--- src/rtl/seg7_pkg.sv ---
// seg7_pkg: segment codes, frame size and receiver FSM states shared by the seg7 display blocks.
package seg7_pkg;

    localparam int FRAME_BITS_DEF = 16;

    // Index i holds the segment code that displays hex value i
    localparam logic [15:0][7:0] SEG_CODES = {
        8'h71, 8'h79, 8'h5E, 8'h39, 8'h7C, 8'h77, 8'h6F, 8'h7F,
        8'h07, 8'h7D, 8'h6D, 8'h66, 8'h4F, 8'h5B, 8'h06, 8'h3F
    };

    typedef enum logic [1:0] {IDLE, SHIFT, DECODE} rx_state_t;

    // Returns {hit, value}; hit is 0 when the code is not one of the 16 glyphs
    function automatic logic [4:0] seg_decode(input logic [7:0] code);
        seg_decode = 5'd0;
        for (int i = 0; i < 16; i++)
            if (code == SEG_CODES[i]) seg_decode = {1'b1, 4'(i)};
    endfunction

endpackage

--- src/rtl/seg7_input_sync.sv ---
// seg7_input_sync: multi-stage synchronizer for one bus wire plus a rising-edge detector.
module seg7_input_sync #(
    parameter int SYNC_STAGES = 2
) (
    input  logic clk,
    input  logic rst_n,
    input  logic async_in,
    output logic sync_out,
    output logic rise
);

    logic [SYNC_STAGES-1:0] chain;
    logic prev;

    always_ff @(posedge clk or negedge rst_n) begin
        if (!rst_n) begin
            chain <= '0;
            prev  <= 1'b0;
        end else begin
            chain <= {chain[SYNC_STAGES-2:0], async_in};
            prev  <= chain[SYNC_STAGES-1];
        end
    end

    assign sync_out = chain[SYNC_STAGES-1];
    assign rise     = sync_out & ~prev;

endmodule

--- src/rtl/seg7_frame_receiver.sv ---
// seg7_frame_receiver: rebuilds 74HC595 display frames from the 3-wire bus and keeps a shadow of the digits.
module seg7_frame_receiver
    import seg7_pkg::*;
#(
    parameter int SYNC_STAGES = 2,
    parameter int FRAME_BITS  = FRAME_BITS_DEF,
    parameter int TIMEOUT     = 4095
) (
    input  logic        clk,
    input  logic        rst_n,
    input  logic        seg_sck_in,
    input  logic        seg_din_in,
    input  logic        seg_rck_in,
    output logic [31:0] digit_values,
    output logic        frame_valid,
    output logic [2:0]  frame_digit,
    output logic [3:0]  frame_value,
    output logic        scan_done,
    output logic        err_length,
    output logic        err_select,
    output logic        err_segcode
);

    localparam int TW = $clog2(TIMEOUT + 1);

    logic sck_rise, rck_rise, din_sync, din_rise_unused, sck_level_unused, rck_level_unused;
    rx_state_t state, state_next;
    logic [FRAME_BITS-1:0] sr, sr_next, word;
    logic [4:0] bit_cnt, cnt_inc, cnt_at_latch, seg;
    logic [TW-1:0] tmo_cnt;
    logic [7:0] sel;
    logic [2:0] sel_digit;
    logic sel_ok, len_ok, timeout, dec, good;

    seg7_input_sync #(.SYNC_STAGES(SYNC_STAGES)) u_sck (
        .clk(clk), .rst_n(rst_n), .async_in(seg_sck_in), .sync_out(sck_level_unused), .rise(sck_rise));
    seg7_input_sync #(.SYNC_STAGES(SYNC_STAGES)) u_din (
        .clk(clk), .rst_n(rst_n), .async_in(seg_din_in), .sync_out(din_sync), .rise(din_rise_unused));
    seg7_input_sync #(.SYNC_STAGES(SYNC_STAGES)) u_rck (
        .clk(clk), .rst_n(rst_n), .async_in(seg_rck_in), .sync_out(rck_level_unused), .rise(rck_rise));

    // din and sck share the same synchronizer depth, so din_sync is the bit launched with this sck edge
    assign sr_next = sck_rise ? {sr[FRAME_BITS-2:0], din_sync} : sr;
    assign cnt_inc = (sck_rise && bit_cnt != 5'd31) ? bit_cnt + 5'd1 : bit_cnt;
    assign timeout = state == SHIFT && !sck_rise && !rck_rise && tmo_cnt == TW'(TIMEOUT - 1);

    assign sel    = word[FRAME_BITS-1 -: 8];
    assign seg    = seg_decode(word[7:0]);
    assign len_ok = cnt_at_latch == 5'(FRAME_BITS);
    assign dec    = state == DECODE;
    assign good   = dec && len_ok && sel_ok && seg[4];

    always_comb begin
        sel_ok    = 1'b0;
        sel_digit = 3'd0;
        for (int d = 0; d < 8; d++)
            if (sel == ~(8'd1 << d)) begin
                sel_ok    = 1'b1;
                sel_digit = 3'(d);
            end
    end

    always_ff @(posedge clk or negedge rst_n) begin
        if (!rst_n) state <= IDLE;
        else        state <= state_next;
    end

    always_comb begin
        state_next = state;
        case (state)
            IDLE:    state_next = sck_rise ? SHIFT : IDLE;
            SHIFT:   state_next = rck_rise ? DECODE : timeout ? IDLE : SHIFT;
            DECODE:  state_next = sck_rise ? SHIFT : IDLE;
            default: state_next = IDLE;
        endcase
    end

    always_ff @(posedge clk or negedge rst_n) begin
        if (!rst_n) begin
            sr           <= '0;
            word         <= '0;
            bit_cnt      <= '0;
            cnt_at_latch <= '0;
            tmo_cnt      <= '0;
            digit_values <= '0;
            frame_digit  <= '0;
            frame_value  <= '0;
            frame_valid  <= 1'b0;
            scan_done    <= 1'b0;
            err_length   <= 1'b0;
            err_select   <= 1'b0;
            err_segcode  <= 1'b0;
        end else begin
            sr      <= sr_next;
            bit_cnt <= dec ? {4'd0, sck_rise} : timeout ? 5'd0 : cnt_inc;
            tmo_cnt <= (state != SHIFT || sck_rise || rck_rise || timeout) ? '0 : tmo_cnt + 1'b1;
            if (state == SHIFT && rck_rise) begin
                word         <= sr_next;
                cnt_at_latch <= cnt_inc;
            end
            err_length  <= (state == IDLE && rck_rise) || timeout || (dec && !len_ok);
            err_select  <= dec && len_ok && !sel_ok;
            err_segcode <= dec && len_ok && sel_ok && !seg[4];
            frame_valid <= good;
            scan_done   <= good && sel_digit == 3'd7;
            if (good) begin
                frame_digit <= sel_digit;
                frame_value <= seg[3:0];
                digit_values[{sel_digit, 2'b00} +: 4] <= seg[3:0];
            end
        end
    end

endmodule

--- config.mk ---
export PLATFORM = sky130hd
export DESIGN_NAME = seg7_frame_receiver
export DESIGN_NICKNAME = d
export VERILOG_FILES = /design/src/rtl/seg7_pkg.sv /design/src/rtl/seg7_input_sync.sv /design/src/rtl/seg7_frame_receiver.sv
export SDC_FILE = /design/constraint.sdc
export NUM_CORES = 1
export LEC_CHECK = 0
export ABC_CLOCK_PERIOD_IN_PS = 4700
export BUFFER_PORTS_ARGS = -buffer_cell sky130_fd_sc_hd__buf_4
export CAP_MARGIN = 20
export CORE_MARGIN = 1.5
export CORE_UTILIZATION = 54
export CTS_CLUSTER_SIZE = 24
export DETAILED_ROUTE_END_ITERATION = 16
export MAX_ROUTING_LAYER = met4
export PLACE_DENSITY = 0.74
export SKIP_LAST_GASP = 1
export SLEW_MARGIN = 20
export SYNTH_ARGS = -nofsm -noshare
export SYNTH_HDL_FRONTEND = slang
export SYNTH_SLANG_ARGS = --single-unit
--- constraint.sdc ---
create_clock -name clk -period 4.7 [get_ports clk]
set_clock_uncertainty 0.15 [all_clocks]
set_input_delay 0.47 -clock clk [delete_from_list [all_inputs] [get_ports clk]]
set_output_delay 0.47 -clock clk [all_outputs]
set_load 0.05 [all_outputs]
==> flow_summary.json <==
{
  "final_util": 0.622,
  "synth_flop_cell": "dfrtp_1",
  "reg2reg_from": "word[13]$_DFFE_PN0P_",
  "drtAntennaViolNets": 0,
  "outcome": "complete, no violations",
  "io_pins": 49,
  "start_util": 0.555,
  "antenna_found_initial": 0,
  "hold_buffers": 0,
  "instances_no_fill": 626,
  "crit_start": "word[13]$_DFFE_PN0P_",
  "intPower_mw": 1.48,
  "vias_per_cell": 5.67,
  "cts_setup_buffers": 0,
  "worstPathRequired_ns": 4.79,
  "fp-row-count": 35,
  "dp.cells": 610,
  "r2r_slack_ns": 1.44,
  "finalHoldViolCount": 0,
  "drc": 0,
  "yosys-mux-area-fraction": 0.112,
  "synthAdderAreaFrac": 0.0172,
  "pwr_density_cell_nw_per_um2": 384,
  "diodes": 0,
  "htreeDepth": 3,
  "p_leak_nw": 2.74,
  "worst_pin_slew_ns": 0.807,
  "synth_warnings": 0,
  "clockRootBuffer": "clkbuf_8",
  "synth_compound_area_frac": 0.0545,
  "place_hpwl_um": 6850,
  "async_flop_share": 1.00,
  "core-area_um2": 9200,
  "clk_latency_ns": 0.35,
  "r2r-end": "digit_values[25]$_DFFE_PN0P_",
  "place_area_um2": 5520,
  "fin_area_um2": 5720,
  "final_common_cell": "dfrtp_1",
  "whs_ns": 0.0240,
  "drtIter0Drc": 191,
  "die_width_um": 100,
  "crit_arrival_ns": 3.35,
  "clock_sinks": 108,
  "wl_um": 9550,
  "grt_max_degree": 67,
  "numCtsBuffers": 9,
  "overflow": 0,
  "synth_xor_area_frac": 0.0343,
  "first_pass_iters": 5,
  "wire_per_inst_um": 15.3,
  "maxClockFrequency_mhz": 307,
  "power_switching_uw": 721,
  "die_y_um": 100,
  "yosysSeqAreaShare": 0.530,
  "cts_buffer_depth": 2,
  "maxSlewViolCount": 0,
  "start_kind": "flip-flop",
  "crit_fanout": 12,
  "hp-class": "in -> async",
  "cts_tree": "yes",
  "synth_top_family_by_area": "simple AND/OR/NAND/NOR gates",
  "synth-seq-cells": 108,
  "pwr-share-clk": 0.262,
  "netlist_instances": 475,
  "fin_tns_setup_ns": 0,
  "yosysUniqueCellTypes": 63,
  "final_layout_size_suffix_gt1_frac": 0.231,
  "syn-cell-area_um2": 5100,
  "grt_pass1_vias": 3495,
  "numPortBuffers": 48,
  "synth_nets": 487,
  "place_congestion": 0.879,
  "r2r_cells": 10,
  "nets": 522,
  "power_frac_seq": 0.571,
  "grt_first_pass_wirelength_um": 16700,
  "swShare": 0.328,
  "avgSynthCellArea_um2": 10.7,
  "syn2layout_area_growth_pct": 12.2,
  "end_kind": "flip-flop",
  "routed-via-count": 3552,
  "min_period_ns": 3.26,
  "peakVddDrop_mv": 0.240,
  "path_clk_slew_ns": 0.10,
  "grt_usage": 0.215,
  "grt_setup_unrepaired": "false",
  "slew_headroom": 0.462,
  "criticalPathCategory": "reg -> reg",
  "synthSimpleGateAreaFrac": 0.214,
  "die-area_um2": 10000,
  "cts-resized-gates": 0,
  "setup_viol": 0,
  "maxCapViolations": 0,
  "fin_crit_sh": 0.693,
  "p_comb_frac": 0.167,
  "synth-edff-count": 0,
  "final_cell_mix": "dfrtp_1, nand2_1, buf_4"
}
==> power by group through the flow <==
stage	clock [mW]	sequential (mW)	combinational, mW
finish	0.575	1.26	0.368
global route	0.631	1.28	0.423
CTS	0.591	1.25	0.373
detailed placement	0	1.27	0.371
global placement	0	1.26	0.353
floorplan	0	1.15	0.380
==> through the flow <==
| stage | power [mW] | setup WS [ns] |
|---|---|---|
| 5_1_grt | 2.34 | 1.25 |
| 2_1_floorplan | 1.53 | 1.64 |
| 3_5_place_dp | 1.64 | 1.48 |
| 6_report | 2.20 | 1.44 |
| 3_3_place_gp | 1.61 | 1.57 |
| 4_1_cts | 2.21 | 1.44 |
==> state kept, by name, summed over array words and instances (netlist names), 3 cells and up <==
name	count
bit_cnt	5
cnt_at_latch	5
digit_values	32
frame_digit	3
frame_value	4
sr	16
tmo_cnt	12
word	16
==> Yosys cell counts (9+ instances only) <==
master,n,area [µm²]
mux2i_1,15,150
clkbuf_1,16,60.1
nand4_1,12,75.1
inv_1,21,78.8
mux2_2,34,383
nand3_1,9,45.0
nand2_1,78,293
dfrtp_1,108,2700
a21oi_1,11,55.1
xor2_1,12,105
nor2_1,35,131
==> how the worst max path moves through the flow <==
stage | to | slack [ns] | depth (start not counted)
floorplan | digit_values[24]$_DFFE_PN0P_ | 1.64 | 12
global placement | digit_values[24]$_DFFE_PN0P_ | 1.57 | 10
detailed placement | digit_values[17]$_DFFE_PN0P_ | 1.48 | 8
CTS | digit_values[25]$_DFFE_PN0P_ | 1.44 | 10
global route | digit_values[25]$_DFFE_PN0P_ | 1.25 | 10
finish | digit_values[25]$_DFFE_PN0P_ | 1.44 | 10
==> per-layer routing <==
metal,GRT usage,wire [µm]
met3,0.0292,293
met5,-,0
met2,0.351,4690
met1,0.281,4470
met4,0.0639,99
==> cell type report <==
class	count	area, µm²
Clock buffer	9	124
Clock inverter	7	80.1
Fill cell	748	3470
Inverter	21	78.8
Multi-Input combinational cell	319	2220
Sequential cell	108	2700
Tap cell	111	139
Timing Repair Buffer	51	383
==> worst max-delay path, stage by stage, from the launching register on <==
cell and delay [ns]:
dfrtp_1 0.52, and4b_1 0.30, a311oi_1 0.05, or2_2 0.39, ha_1 0.23, ha_1 0.21, nor3_1 0.19, a32oi_1 0.09
and4bb_1 0.30, or3b_4 0.41, mux2_2 0.29
==> kinds of logic (layout without fill, tap and decap cells) <==
family / Yosys count / count (layout)
compound gates: 40 / 40
buf+inv: 48 / 88
fa+ha+maj: 7 / 7
flops: 108 / 108
xor+xnor: 20 / 20
mux: 52 / 52
simple gates: 200 / 200
(Power assumes the default switching activity.)
